<file path="src/rtl/rep_str_seq_if.sv">
// ============================================================================
// Module      : rep_str_seq_if
// Description : Memory request/acknowledge bus between the string sequencer
//               and the execute-stage memory port.
// Revision    : 1.0 - initial release
// ============================================================================
`default_nettype none

interface rep_str_seq_if;
    logic mem_req;
    logic mem_we;
    logic mem_sel;
    logic mem_ack;

    modport master (
        output mem_req,
        output mem_we,
        output mem_sel,
        input  mem_ack
    );

    modport slave (
        input  mem_req,
        input  mem_we,
        input  mem_sel,
        output mem_ack
    );
endinterface

`default_nettype wire

</file>
<file path="src/rtl/rep_str_seq.sv">
// ============================================================================
// Module      : rep_str_seq
// Description : Execute-stage sequencer for MOVS/STOS/CMPS/SCAS with optional
//               REP/REPE/REPNE prefix; stalls the pipeline while busy.
// Revision    : 1.0 - initial release
// ============================================================================
`default_nettype none

module rep_str_seq (
    input  wire logic        clk,
    input  wire logic        rst_n,
    input  wire logic        start,
    input  wire logic        abort,
    input  wire logic [1:0]  str_op,
    input  wire logic [1:0]  rep_mode,
    input  wire logic [1:0]  op_size,
    input  wire logic [31:0] ecx_in,
    input  wire logic        cmp_zf,
    rep_str_seq_if.master    mem_bus,
    output logic [3:0]       alu1_op,
    output logic [1:0]       ptr_sel,
    output logic             ptr_we,
    output logic [31:0]      ecx_out,
    output logic             ecx_we,
    output logic             flags_we,
    output logic [1:0]       opsize_out,
    output logic             busy,
    output logic             done
);

    localparam logic [3:0] S_IDLE   = 4'd0;
    localparam logic [3:0] S_RD_SRC = 4'd1;
    localparam logic [3:0] S_RD_DST = 4'd2;
    localparam logic [3:0] S_WR_DST = 4'd3;
    localparam logic [3:0] S_UPD_SI = 4'd4;
    localparam logic [3:0] S_UPD_DI = 4'd5;
    localparam logic [3:0] S_UPD_CX = 4'd6;
    localparam logic [3:0] S_TEST   = 4'd7;
    localparam logic [3:0] S_DONE   = 4'd8;

    localparam logic [1:0] c_OP_MOVS = 2'd0;
    localparam logic [1:0] c_OP_STOS = 2'd1;
    localparam logic [1:0] c_OP_CMPS = 2'd2;
    localparam logic [1:0] c_OP_SCAS = 2'd3;

    localparam logic [1:0] c_REP_E  = 2'd1;
    localparam logic [1:0] c_REP_NE = 2'd2;

    localparam logic [3:0] c_ALU_PTR  = 4'hA;
    localparam logic [3:0] c_ALU_PASS = 4'h4;

    localparam logic [1:0] c_SEL_ESI = 2'd0;
    localparam logic [1:0] c_SEL_EDI = 2'd1;
    localparam logic [1:0] c_SEL_ECX = 2'd2;

    logic [3:0]  r_state;
    logic [3:0]  w_next;
    logic [31:0] r_cnt;
    logic        r_zf;
    logic [1:0]  r_op;
    logic [1:0]  r_rep;
    logic [1:0]  r_size;

    logic        w_start_rep;
    logic        w_rep;
    logic        w_is_cmp;
    logic        w_accept;

    // Entry state of one iteration for a given string op.
    function automatic logic [3:0] first_state(input logic [1:0] op);
        case (op)
            c_OP_STOS: first_state = S_WR_DST;
            c_OP_SCAS: first_state = S_RD_DST;
            default:   first_state = S_RD_SRC;
        endcase
    endfunction

    assign w_start_rep = (rep_mode == c_REP_E) || (rep_mode == c_REP_NE);
    assign w_rep       = (r_rep == c_REP_E) || (r_rep == c_REP_NE);
    assign w_is_cmp    = (r_op == c_OP_CMPS) || (r_op == c_OP_SCAS);
    assign w_accept    = (r_state == S_IDLE) && start && !abort;

    always_ff @(posedge clk or negedge rst_n) begin
        if (!rst_n) begin
            r_state <= S_IDLE;
        end else begin
            r_state <= w_next;
        end
    end

    always_ff @(posedge clk or negedge rst_n) begin
        if (!rst_n) begin
            r_cnt  <= 32'd0;
            r_zf   <= 1'b0;
            r_op   <= 2'd0;
            r_rep  <= 2'd0;
            r_size <= 2'd0;
        end else begin
            if (w_accept) begin
                r_cnt  <= ecx_in;
                r_op   <= str_op;
                r_rep  <= rep_mode;
                r_size <= op_size;
            end else if (r_state == S_UPD_CX) begin
                r_cnt <= r_cnt - 32'd1;
            end
            if ((r_state == S_RD_DST) && mem_bus.mem_ack && w_is_cmp) begin
                r_zf <= cmp_zf;
            end
        end
    end

    // Next state plus Moore output decode from the state register.
    always_comb begin
        w_next           = r_state;
        mem_bus.mem_req  = 1'b0;
        mem_bus.mem_we   = 1'b0;
        mem_bus.mem_sel  = 1'b0;
        alu1_op          = c_ALU_PASS;
        ptr_sel          = c_SEL_ESI;
        ptr_we           = 1'b0;
        ecx_out          = 32'd0;
        ecx_we           = 1'b0;
        flags_we         = 1'b0;
        busy             = (r_state != S_IDLE);
        done             = 1'b0;

        case (r_state)
            S_IDLE: begin
                if (start) begin
                    if (w_start_rep && (ecx_in == 32'd0)) begin
                        w_next = S_DONE;
                    end else begin
                        w_next = first_state(str_op);
                    end
                end
            end
            S_RD_SRC: begin
                mem_bus.mem_req = 1'b1;
                if (mem_bus.mem_ack) begin
                    w_next = (r_op == c_OP_CMPS) ? S_RD_DST : S_WR_DST;
                end
            end
            S_RD_DST: begin
                mem_bus.mem_req = 1'b1;
                mem_bus.mem_sel = 1'b1;
                flags_we        = w_is_cmp;
                if (mem_bus.mem_ack) begin
                    w_next = (r_op == c_OP_CMPS) ? S_UPD_SI : S_UPD_DI;
                end
            end
            S_WR_DST: begin
                mem_bus.mem_req = 1'b1;
                mem_bus.mem_we  = 1'b1;
                mem_bus.mem_sel = 1'b1;
                if (mem_bus.mem_ack) begin
                    w_next = (r_op == c_OP_MOVS) ? S_UPD_SI : S_UPD_DI;
                end
            end
            S_UPD_SI: begin
                alu1_op = c_ALU_PTR;
                ptr_sel = c_SEL_ESI;
                ptr_we  = 1'b1;
                w_next  = S_UPD_DI;
            end
            S_UPD_DI: begin
                alu1_op = c_ALU_PTR;
                ptr_sel = c_SEL_EDI;
                ptr_we  = 1'b1;
                w_next  = w_rep ? S_UPD_CX : S_DONE;
            end
            S_UPD_CX: begin
                ptr_sel = c_SEL_ECX;
                ecx_out = r_cnt - 32'd1;
                ecx_we  = 1'b1;
                w_next  = S_TEST;
            end
            S_TEST: begin
                // REPE/REPNE differ only for the compare ops; MOVS/STOS ignore ZF.
                if (r_cnt == 32'd0) begin
                    w_next = S_DONE;
                end else if (w_is_cmp && (r_rep == c_REP_E) && !r_zf) begin
                    w_next = S_DONE;
                end else if (w_is_cmp && (r_rep == c_REP_NE) && r_zf) begin
                    w_next = S_DONE;
                end else begin
                    w_next = first_state(r_op);
                end
            end
            S_DONE: begin
                done   = 1'b1;
                w_next = S_IDLE;
            end
            default: begin
                w_next = S_IDLE;
            end
        endcase

        if (abort) begin
            w_next = S_IDLE;
        end
    end

    assign opsize_out = r_size;

endmodule

`default_nettype wire

</file>
<file path="src/flat_wrapper.sv">
// flat-port wrapper written by rule: the top's interface ports become plain ports
module rep_str_seq_flat 
  (clk, rst_n, start, abort, str_op, rep_mode, op_size, ecx_in, cmp_zf, alu1_op, ptr_sel, ptr_we, ecx_out, ecx_we, flags_we, opsize_out, busy, done, mem_bus_mem_req, mem_bus_mem_we, mem_bus_mem_sel, mem_bus_mem_ack);
  rep_str_seq_if mem_bus_i ();
  input  wire logic clk;
  input  wire logic rst_n;
  input  wire logic start;
  input  wire logic abort;
  input  wire logic [1:0] str_op;
  input  wire logic [1:0] rep_mode;
  input  wire logic [1:0] op_size;
  input  wire logic [31:0] ecx_in;
  input  wire logic cmp_zf;
  output logic [3:0] alu1_op;
  output logic [1:0] ptr_sel;
  output logic ptr_we;
  output logic [31:0] ecx_out;
  output logic ecx_we;
  output logic flags_we;
  output logic [1:0] opsize_out;
  output logic busy;
  output logic done;
  output wire logic [$bits(mem_bus_i.mem_req)-1:0] mem_bus_mem_req;
  output wire logic [$bits(mem_bus_i.mem_we)-1:0] mem_bus_mem_we;
  output wire logic [$bits(mem_bus_i.mem_sel)-1:0] mem_bus_mem_sel;
  input wire logic [$bits(mem_bus_i.mem_ack)-1:0] mem_bus_mem_ack;
  assign mem_bus_mem_req = mem_bus_i.mem_req;
  assign mem_bus_mem_we = mem_bus_i.mem_we;
  assign mem_bus_mem_sel = mem_bus_i.mem_sel;
  assign mem_bus_i.mem_ack = mem_bus_mem_ack;
  rep_str_seq u_core (.clk(clk), .rst_n(rst_n), .start(start), .abort(abort), .str_op(str_op), .rep_mode(rep_mode), .op_size(op_size), .ecx_in(ecx_in), .cmp_zf(cmp_zf), .mem_bus(mem_bus_i), .alu1_op(alu1_op), .ptr_sel(ptr_sel), .ptr_we(ptr_we), .ecx_out(ecx_out), .ecx_we(ecx_we), .flags_we(flags_we), .opsize_out(opsize_out), .busy(busy), .done(done));
endmodule
</file>
<file path="config.mk">
export PLATFORM = sky130hd
export DESIGN_NAME = rep_str_seq_flat
export DESIGN_NICKNAME = d
export VERILOG_FILES = /design/src/rtl/rep_str_seq_if.sv /design/src/rtl/rep_str_seq.sv /design/src/flat_wrapper.sv
export SDC_FILE = /design/constraint.sdc
export NUM_CORES = 1
export LEC_CHECK = 0
export ABC_CLOCK_PERIOD_IN_PS = 2800
export CORE_UTILIZATION = 34
export CTS_CLUSTER_DIAMETER = 40
export DETAILED_ROUTE_END_ITERATION = 10
export PLACE_DENSITY_LB_ADDON = 0.08
export SYNTH_ARGS = -nofsm -noshare
export SYNTH_HDL_FRONTEND = slang
export SYNTH_SLANG_ARGS = --single-unit
</file>
<file path="constraint.sdc">
create_clock -name clk -period 2.8 [get_ports clk]
set_input_delay 0.56 -clock clk [delete_from_list [all_inputs] [get_ports clk]]
set_output_delay 0.56 -clock clk [all_outputs]
set_load 0.05 [all_outputs]
</file>
==> results of run 1 <==
per-stage QoR:
step                      area [sq um]  setup WS (ps)  power (uW)  setup TNS, ps  std cells
after detailed placement          4832         -104.7        3370         -229.5        615
final                             5593         -180.8        4460         -971.4        646
after floorplan                   3221         -207.6        2535         -329.2        390
after global placement            4832         -8.649        3329         -8.649        615
after global routing              5593         -251.5        4719          -2151        646
after CTS                         5175         -249.0        4021          -1252        630
worst max path at each step:
stage / startpoint / end / slack, ps / depth (start not counted)
after CTS: u_core.r_cnt[6]$_DFFE_PN0P_ / ecx_out[29] / -250 / 6
after global placement: u_core.r_cnt[6]$_DFFE_PN0P_ / ecx_out[27] / -9 / 6
after detailed placement: u_core.r_cnt[6]$_DFFE_PN0P_ / ecx_out[29] / -100 / 6
after global routing: u_core.r_cnt[5]$_DFFE_PN0P_ / ecx_out[29] / -250 / 6
final: u_core.r_cnt[3]$_DFFE_PN0P_ / ecx_out[31] / -180 / 6
after floorplan: u_core.r_state[2]$_DFFE_PN0P_ / ptr_sel[0] / -210 / 4
registers in the layout, summed over array words and instances, names as in the netlist:
signal,cells
u_core.r_rep,2
u_core.r_zf,1
u_core.r_op,2
u_core.r_state,4
u_core.opsize_out,2
u_core.r_cnt,32
area by class of cell:
class                           instances  share of cell area (%)
Clock buffer                            8                   1.790
Inverter                               11                  0.8054
Multi-Input combinational cell        307                   42.53
Sequential cell                        43                   19.31
Tap cell                              108                   2.416
Timing Repair Buffer                  169                   33.15
timing repair:
item | 4_1_cts | 5_1_grt
buffers inserted | 7 | 17
gates resized for setup | 38 | 60
pin swaps | 7 | 22
setup endpoints to repair | 23 | 41
hold endpoints to repair | 0 | 0
cell families (layout without fill, tap and decap cells):
logic type                 after synthesis  count (layout)  share of synthesized area [%]
other                                    1               1                         0.1198
DFF                                     43              43                          34.39
muxes                                    3               3                          1.040
adders and majority gates                5               5                          1.919
and+or+nand+nor                        185             185                          30.03
buffers and inverters                   40             188                          5.877
AOI/OAI and AO/OA                       91              91                          20.47
xor gates and xnor gates                22              22                          6.158
power groups by stage:
| stage | Clock, uW | Combinational [uW] | Sequential (uW) |
|---|---|---|---|
| floorplan | 0 | 1330 | 1200 |
| global placement | 0 | 2150 | 1180 |
| detailed placement | 0 | 2180 | 1190 |
| CTS | 452 | 2360 | 1200 |
| global route | 477 | 2960 | 1290 |
| finish | 445 | 2760 | 1250 |
worst register-to-register path, cell delays in order, from the launching register on:
cell and delay [ps]:
dfrtp_2 450, nor4_4 320, nand3_2 180, buf_6 170, buf_4 130, nor4_1 550, buf_4 230, nor3_1 50
a311o_1 280
routing by layer:
metal	vias up	share of wire, %	track usage, %
li1	1721	-	-
met1	1797	43	30.45
met2	129	49	39.44
met3	22	6.2	3.794
met4	0	1.9	7.459
met5	-	0	0
placed cells by master (no fill, tap or decap), types with 4 or more instances in the layout:
cell,synthesis,final
o21bai_4,0,5
nor3_1,14,10
or4_4,2,5
nor2_2,0,17
buf_12,0,31
clkbuf_8,0,7
nand2_1,45,41
a221o_1,18,18
a21oi_1,10,6
a22oi_1,5,5
xor2_1,7,5
buf_4,3,69
nor2_1,54,34
o21ai_0,31,31
buf_6,3,12
dlymetal6s2s_1,0,4
dfrtp_1,43,40
xnor2_1,15,11
inv_1,11,8
nor4_4,0,10
xnor2_2,0,4
clkdlybuf4s50_1,0,51
nor4_1,26,16
==> results.txt, run 1 <==
Fill count: 737
I/O pin cnt: 92
Switching Fraction: 45.75%
DP Wirelength: 8056 um
Gr ovfl total: 0
Post-route DRC: 8
Die Area: 9591 sq um
Skew-Pair Late Insertion Delay: 310 ps
Clock sink total: 43
Failing checks: design-rule violations, negative setup slack
DRT Pass-1 Iters: 8
Reg2reg end: u_core.r_state[1]$_DFFE_PN0P_
Register clock-pin slew on the reported worst setup and hold paths: 90 ps
Core box area: 8806 sq um
DR vias/cell: 5.680
Cts hold-fix bufs: 0
DRT Wirelength: 11640 um
DRT iter0 DRCs: 232
CP required: 2240 ps
Least-Margin Pin Slew: 609.5 ps
Rows: 34
Clock group share of total power: 10.0%
Routed Antenna Nets: 0
Family with the most delay on the worst path: simple AND/OR/NAND/NOR gates
Rel. slew slack: 58.99%
Total CTS buffers: 5
Worst Path Class, Setup: reg -> out
Fin worst setup slack: -180.8 ps
Internal power: 2419 uW
Final setup fails: 12
Crit Path Max Fanout: 4
Warnings, synthesis: 0
R2r setup slk: 310 ps
Die Y-Extent: 97.94 um
Worst Hold Class: in -> async
Initial antenna violation count: 0
Leak pwr: 0.002314 uW
Largest net degree at the start of global routing: 45
Post-synth top area share: 34.39%
Final Hold Fails: 0
CTS root buffer: clkbuf_8
Hold WS: 227.3 ps
Fin nets: 585
DR vias: 3669
Crit end category: output pin
CTS tree: done
Syn avg cell area: 8.024 sq um
DIE WIDTH: 97.94 um
EDFF count, synth: 0
Combinational Power Share: 62.0%
Flop pwr share: 28.0%
Initial Util: 35.54%
Min cycle time layout: 2981 ps
Startpoint type of the worst setup path: flip-flop
Achievable Freq: 0.3355 GHz
Yosys top cell by area: dfrtp_1
Yosys reg bits: 43
Pwr per Cell Area: 797.5 nW/um^2
Async SR Flop Fraction: 100.0%
CP bufs+invs: 1
All-Layer GR Usage: 23.35%
Register area share after synthesis: 34.39%
FF/Latch Area: 1080 sq um
WP data arrival: 2420 ps
Cells after synthesis: 390
Share of cells above drive strength 1: 37.73%
Diodes inserted: 0
NetSw: 2041 uW
Multi-input logic area: 2379 sq um
GP Congestion: 0.8653
Most numerous cell in the Yosys netlist: nor2_1
Finished Core Util: 63.51%
PortBufs: 90
Synth top area cells: dfrtp_1, nor2_1, a221o_1, nand2_1, nor4_1
Reg-to-reg startpoint: u_core.r_cnt[19]$_DFFE_PN0P_
Vias in the first global route: 3574
Unrepaired setup endpoints after global routing: yes
VDD IR max: 0.0003390 V
Crit-path cells: or4_4, or2_4, or3_4, nor4_4, o21bai_4, buf_12
Area Growth Syn to Fin: 78.73%
Slew Viols, Final: 0
Final Skew: 14.90 ps
Netlist cell types: 55
Maximum root-to-sink buffer count: 2
Slowest cell on the critical path: or4_4
First-pass GRT wire length: 17820 um
R2R depth: 8
Mapped Area: 3129 sq um
Max incr delay on CP: 550 ps
Outcome: finished, violations left
Max-Cap Viols: 0
Post-synth top cells: nor2_1, nand2_1, dfrtp_1
Max H-tree Level: 2
Prevailing post-synth register cell: dfrtp_1
Final period utilization: 106.5%
WL per Instance: 18.01 um
Mapped Nets: 438
No activity file was read; power rests on OpenSTA's default activity.
==> inputs of run 2 (changes only) <==
Settings changed: ABC_AREA set to 1, REMOVE_ABC_BUFFERS set to 1.
==> run 2 against run 1 <==
The run now ends clean. Final area decreased by 14%. Final cell count increased by 13%. Die area increased by 7.5%. Clock skew down 4.0 ps. Area after synthesis up 7.6%. Utilization down 13 points. Global-route usage fell by 3.5 points. Maximum frequency rose by 12%. Sequential power about the same. Combinational power decreased by 16%. Critical endpoint is now ptr_sel[0]. Largest cell class unchanged. Largest power group unchanged.
==> results.txt, run 2 <==
DRT Pass-1 Iters: 4 (-4)
Gr ovfl total: 0 (unchanged)
WP data arrival: 2100 ps (-320 ps)
Initial antenna violation count: 0 (unchanged)
GP Congestion: 0.8599 (-0.62%)
Compound-Gate Fraction of Synth Area: 10.59% (-9.9 points)
Fin worst setup slack: 144.5 ps (+325.3 ps)
VDD IR max: 0.0003259 V (-3.9%)
CTS root buffer: clkbuf_8
DR vias: 3486 (-5.0%)
Share of cells above drive strength 1: 13.50% (-24 points)
Netlist cell types: 35 (-36%)
Diodes inserted: 0 (unchanged)
Most numerous cell in the Yosys netlist: nand2_1
Post-Synth XOR/XNOR Area: 4.421% (-1.7 points)
Worst Path Class, Setup: reg -> out
Min cycle time layout: 2656 ps (-325.3 ps)
Outcome: complete, no violations
Register clock-pin slew on the reported worst setup and hold paths: 90 ps (about the same)
Register area share after synthesis: 31.95% (-2.4 points)
Prevailing post-synth register cell: dfrtp_1
Most common cell after layout, fill and taps aside: nand2_1
Final period utilization: 94.84% (-12 points)
Achievable Freq: 0.3766 GHz (+12%)
DIE WIDTH: 101.5 um (+3.7%)
Post-synthesis mux area share: 0% (-1.0 points)
Die Y-Extent: 101.5 um (+3.7%)
Max H-tree Level: 2 (unchanged)
Post-Place Setup Slack: 384.8 ps (+489.5 ps)
Warnings, synthesis: 0 (unchanged)
Area Growth Syn to Fin: 42.12%
Startpoint type of the worst setup path: flip-flop
Crit Path Max Fanout: 5 (+1)
Largest net degree at the start of global routing: 44 (-2.2%)
Yosys top cell by area: dfrtp_1
Final setup fails: 0 (-12)
Yosys reg bits: 43 (unchanged)
CP required: 2240 ps (about the same)
Die Area: 10310 sq um (+7.5%)
Max-Cap Viols: 0 (unchanged)
Largest family of logic cells by synthesized area: simple AND/OR/NAND/NOR gates
Post-synth top area share: 31.95% (-2.4 points)
Vias in the first global route: 3414 (-4.5%)
Initial Util: 35.77% (+0.24 points)
Top flop regs: u_core.r_cnt (32), u_core.r_state (4)
First-pass GRT wire length: 16100 um (-9.6%)
Core box area: 9415 sq um (+6.9%)
Syn avg cell area: 6.553 sq um (-18%)
Final instance area: 4787 sq um (-14%)
Worst Hold Class: in -> async
Max reg flops: 32 (unchanged)
Slew Viols, Final: 0 (unchanged)
Leak pwr: 0.002216 uW (-4.2%)
Post-Synth Adder-Cell Area: 1.486% (-0.43 points)
Cts hold-fix bufs: 0 (unchanged)
EDFF count, synth: 0 (unchanged)
Maximum root-to-sink buffer count: 2 (unchanged)
Post-synth top cells: nand2_1, nor2_1, inv_1
DP Wirelength: 7571 um (-6.0%)
Rel. slew slack: 31.41% (-28 points)
Mapped Area: 3368 sq um (+7.6%)
Crit end category: output pin
Reg with most FFs: u_core.r_cnt
PortBufs: 90 (unchanged)
I/O pin cnt: 92 (unchanged)
Fin nets: 649 (+11%)
Most frequent cells in the layout: nand2_1, nor2_1, inv_1, clkdlybuf4s50_1, dfrtp_1
DR vias/cell: 4.782 (-16%)
Cells after synthesis: 514 (+32%)
DRT iter0 DRCs: 147 (-37%)
Post-route DRC: 0 (-8)
Hold WS: 436.3 ps (+209.0 ps)
Final Skew: 10.94 ps (-3.957 ps)
Total CTS buffers: 5 (unchanged)
Least-Margin Pin Slew: 1029 ps (+419.3 ps)
Placed cell areas: 4677 sq um (-3.2%)
Clock sink total: 43 (unchanged)
Skew-Pair Late Insertion Delay: 300 ps (about the same)
Pwr per Cell Area: 823.5 nW/um^2 (+3.3%)
Synth top area cells: dfrtp_1, nand2_1, nor2_1, inv_1, nand3_1
CTS tree: done
Final Hold Fails: 0 (unchanged)
Rows: 35 (+2.9%)
WL per Instance: 13.32 um (-26%)
Async SR Flop Fraction: 100.0% (unchanged)
Routed Antenna Nets: 0 (unchanged)
All-Layer GR Usage: 19.84% (-3.5 points)
Fill count: 955 (+30%)
Post-Synth Simple-Gate Area: 40.42% (+10 points)
DRT Wirelength: 9707 um (-17%)
-- run 2: cell types whose count changed in the layout (fill, tap and decap cells not counted), sizes merged, moves of 7 or more --
cell,delta
nand2,+84
buf,-75
nor2,+63
inv,+61
nand3,+29
nor4,-27
a221o,-18
nor3,-10
xnor2,-10
nand4,+8
or4,-7
-- run 2: path summary, 6_finish.rpt --
kind                                                       start                          endpoint  slack [ps]  depth (start not counted)
worst min register to register  u_core.opsize_out[1]$_DFFE_PN0P_  u_core.opsize_out[1]$_DFFE_PN0P_         500                          2
worst max register to register     u_core.r_state[2]$_DFFE_PN0P_      u_core.r_cnt[30]$_DFFE_PN0P_         560                         10
min in group clk                u_core.opsize_out[1]$_DFFE_PN0P_  u_core.opsize_out[1]$_DFFE_PN0P_         500                          2
worst min-delay path                                       rst_n      u_core.r_cnt[21]$_DFFE_PN0P_         440                          1
max in group asynchronous                                  rst_n        u_core.r_op[1]$_DFFE_PN0P_        1720                          1
worst max-delay path               u_core.r_state[3]$_DFFE_PN0P_                        ptr_sel[0]         140                          6
-- run 2: stage by stage --
stage,setup TNS (ps),utilization (%),total power (uW),instances
5_1_grt,-12.60,50.84,4306,729
3_5_place_dp,0,49.67,3534,721
4_1_cts,0,50.45,3933,727
2_1_floorplan,-8917,-,2851,499
3_3_place_gp,0,49.67,3525,721
6_report,0,50.84,3942,729
-- run 2: logic make-up (layout without fill, tap and decap cells) --
family	count (synthesis)	count (layout)
AO/OA/AOI/OAI	59	59
XOR/XNOR	17	17
adder cells (fa/ha/maj)	4	4
buffers and inverters	87	173
flip-flops	43	43
other	1	1
AND/OR/NAND/NOR	303	303
-- run 2: what timing repair did --
| action | CTS | global route |
|---|---|---|
| endpoints found under the setup margin | 0 | 8 |
| buffers inserted | 0 | 2 |
| gates resized for setup | 0 | 7 |
-- run 2: layer usage --
metal	share of wire [%]	global-route usage (%)	wire length [um]	vias up
met2	46	32.80	4474	91
met4	0.60	3.344	58	0
met3	4.8	2.830	464	7
met1	49	27.84	4709	1606
li1	-	-	-	1782
met5	0	0	0	-
-- run 2: final cells by class --
class,count,area (sq um),share of cell area [%]
Multi-Input combinational cell,384,1941,40.54
Sequential cell,43,1076,22.48
Clock buffer,6,72.57,1.516
Inverter,72,270.3,5.646
Tap cell,129,161.4,3.372
Timing Repair Buffer,95,1266,26.45
-- run 2: critical path, stage by stage (launching register included) --
cell             delay (ps)
dfrtp_1                 400
inv_2                    80
nand2_1                  80
nor2_1                  240
nand2_1                 120
inv_1                    90
clkdlybuf4s50_1         800
-- run 2: where the power goes --
part	leakage [uW]	switching (uW)	internal [uW]
Clock	0.0000371	214	167
Combinational	0.00164	1480	852
Sequential	0.000534	327	906
Total	0.00222	2020	1930
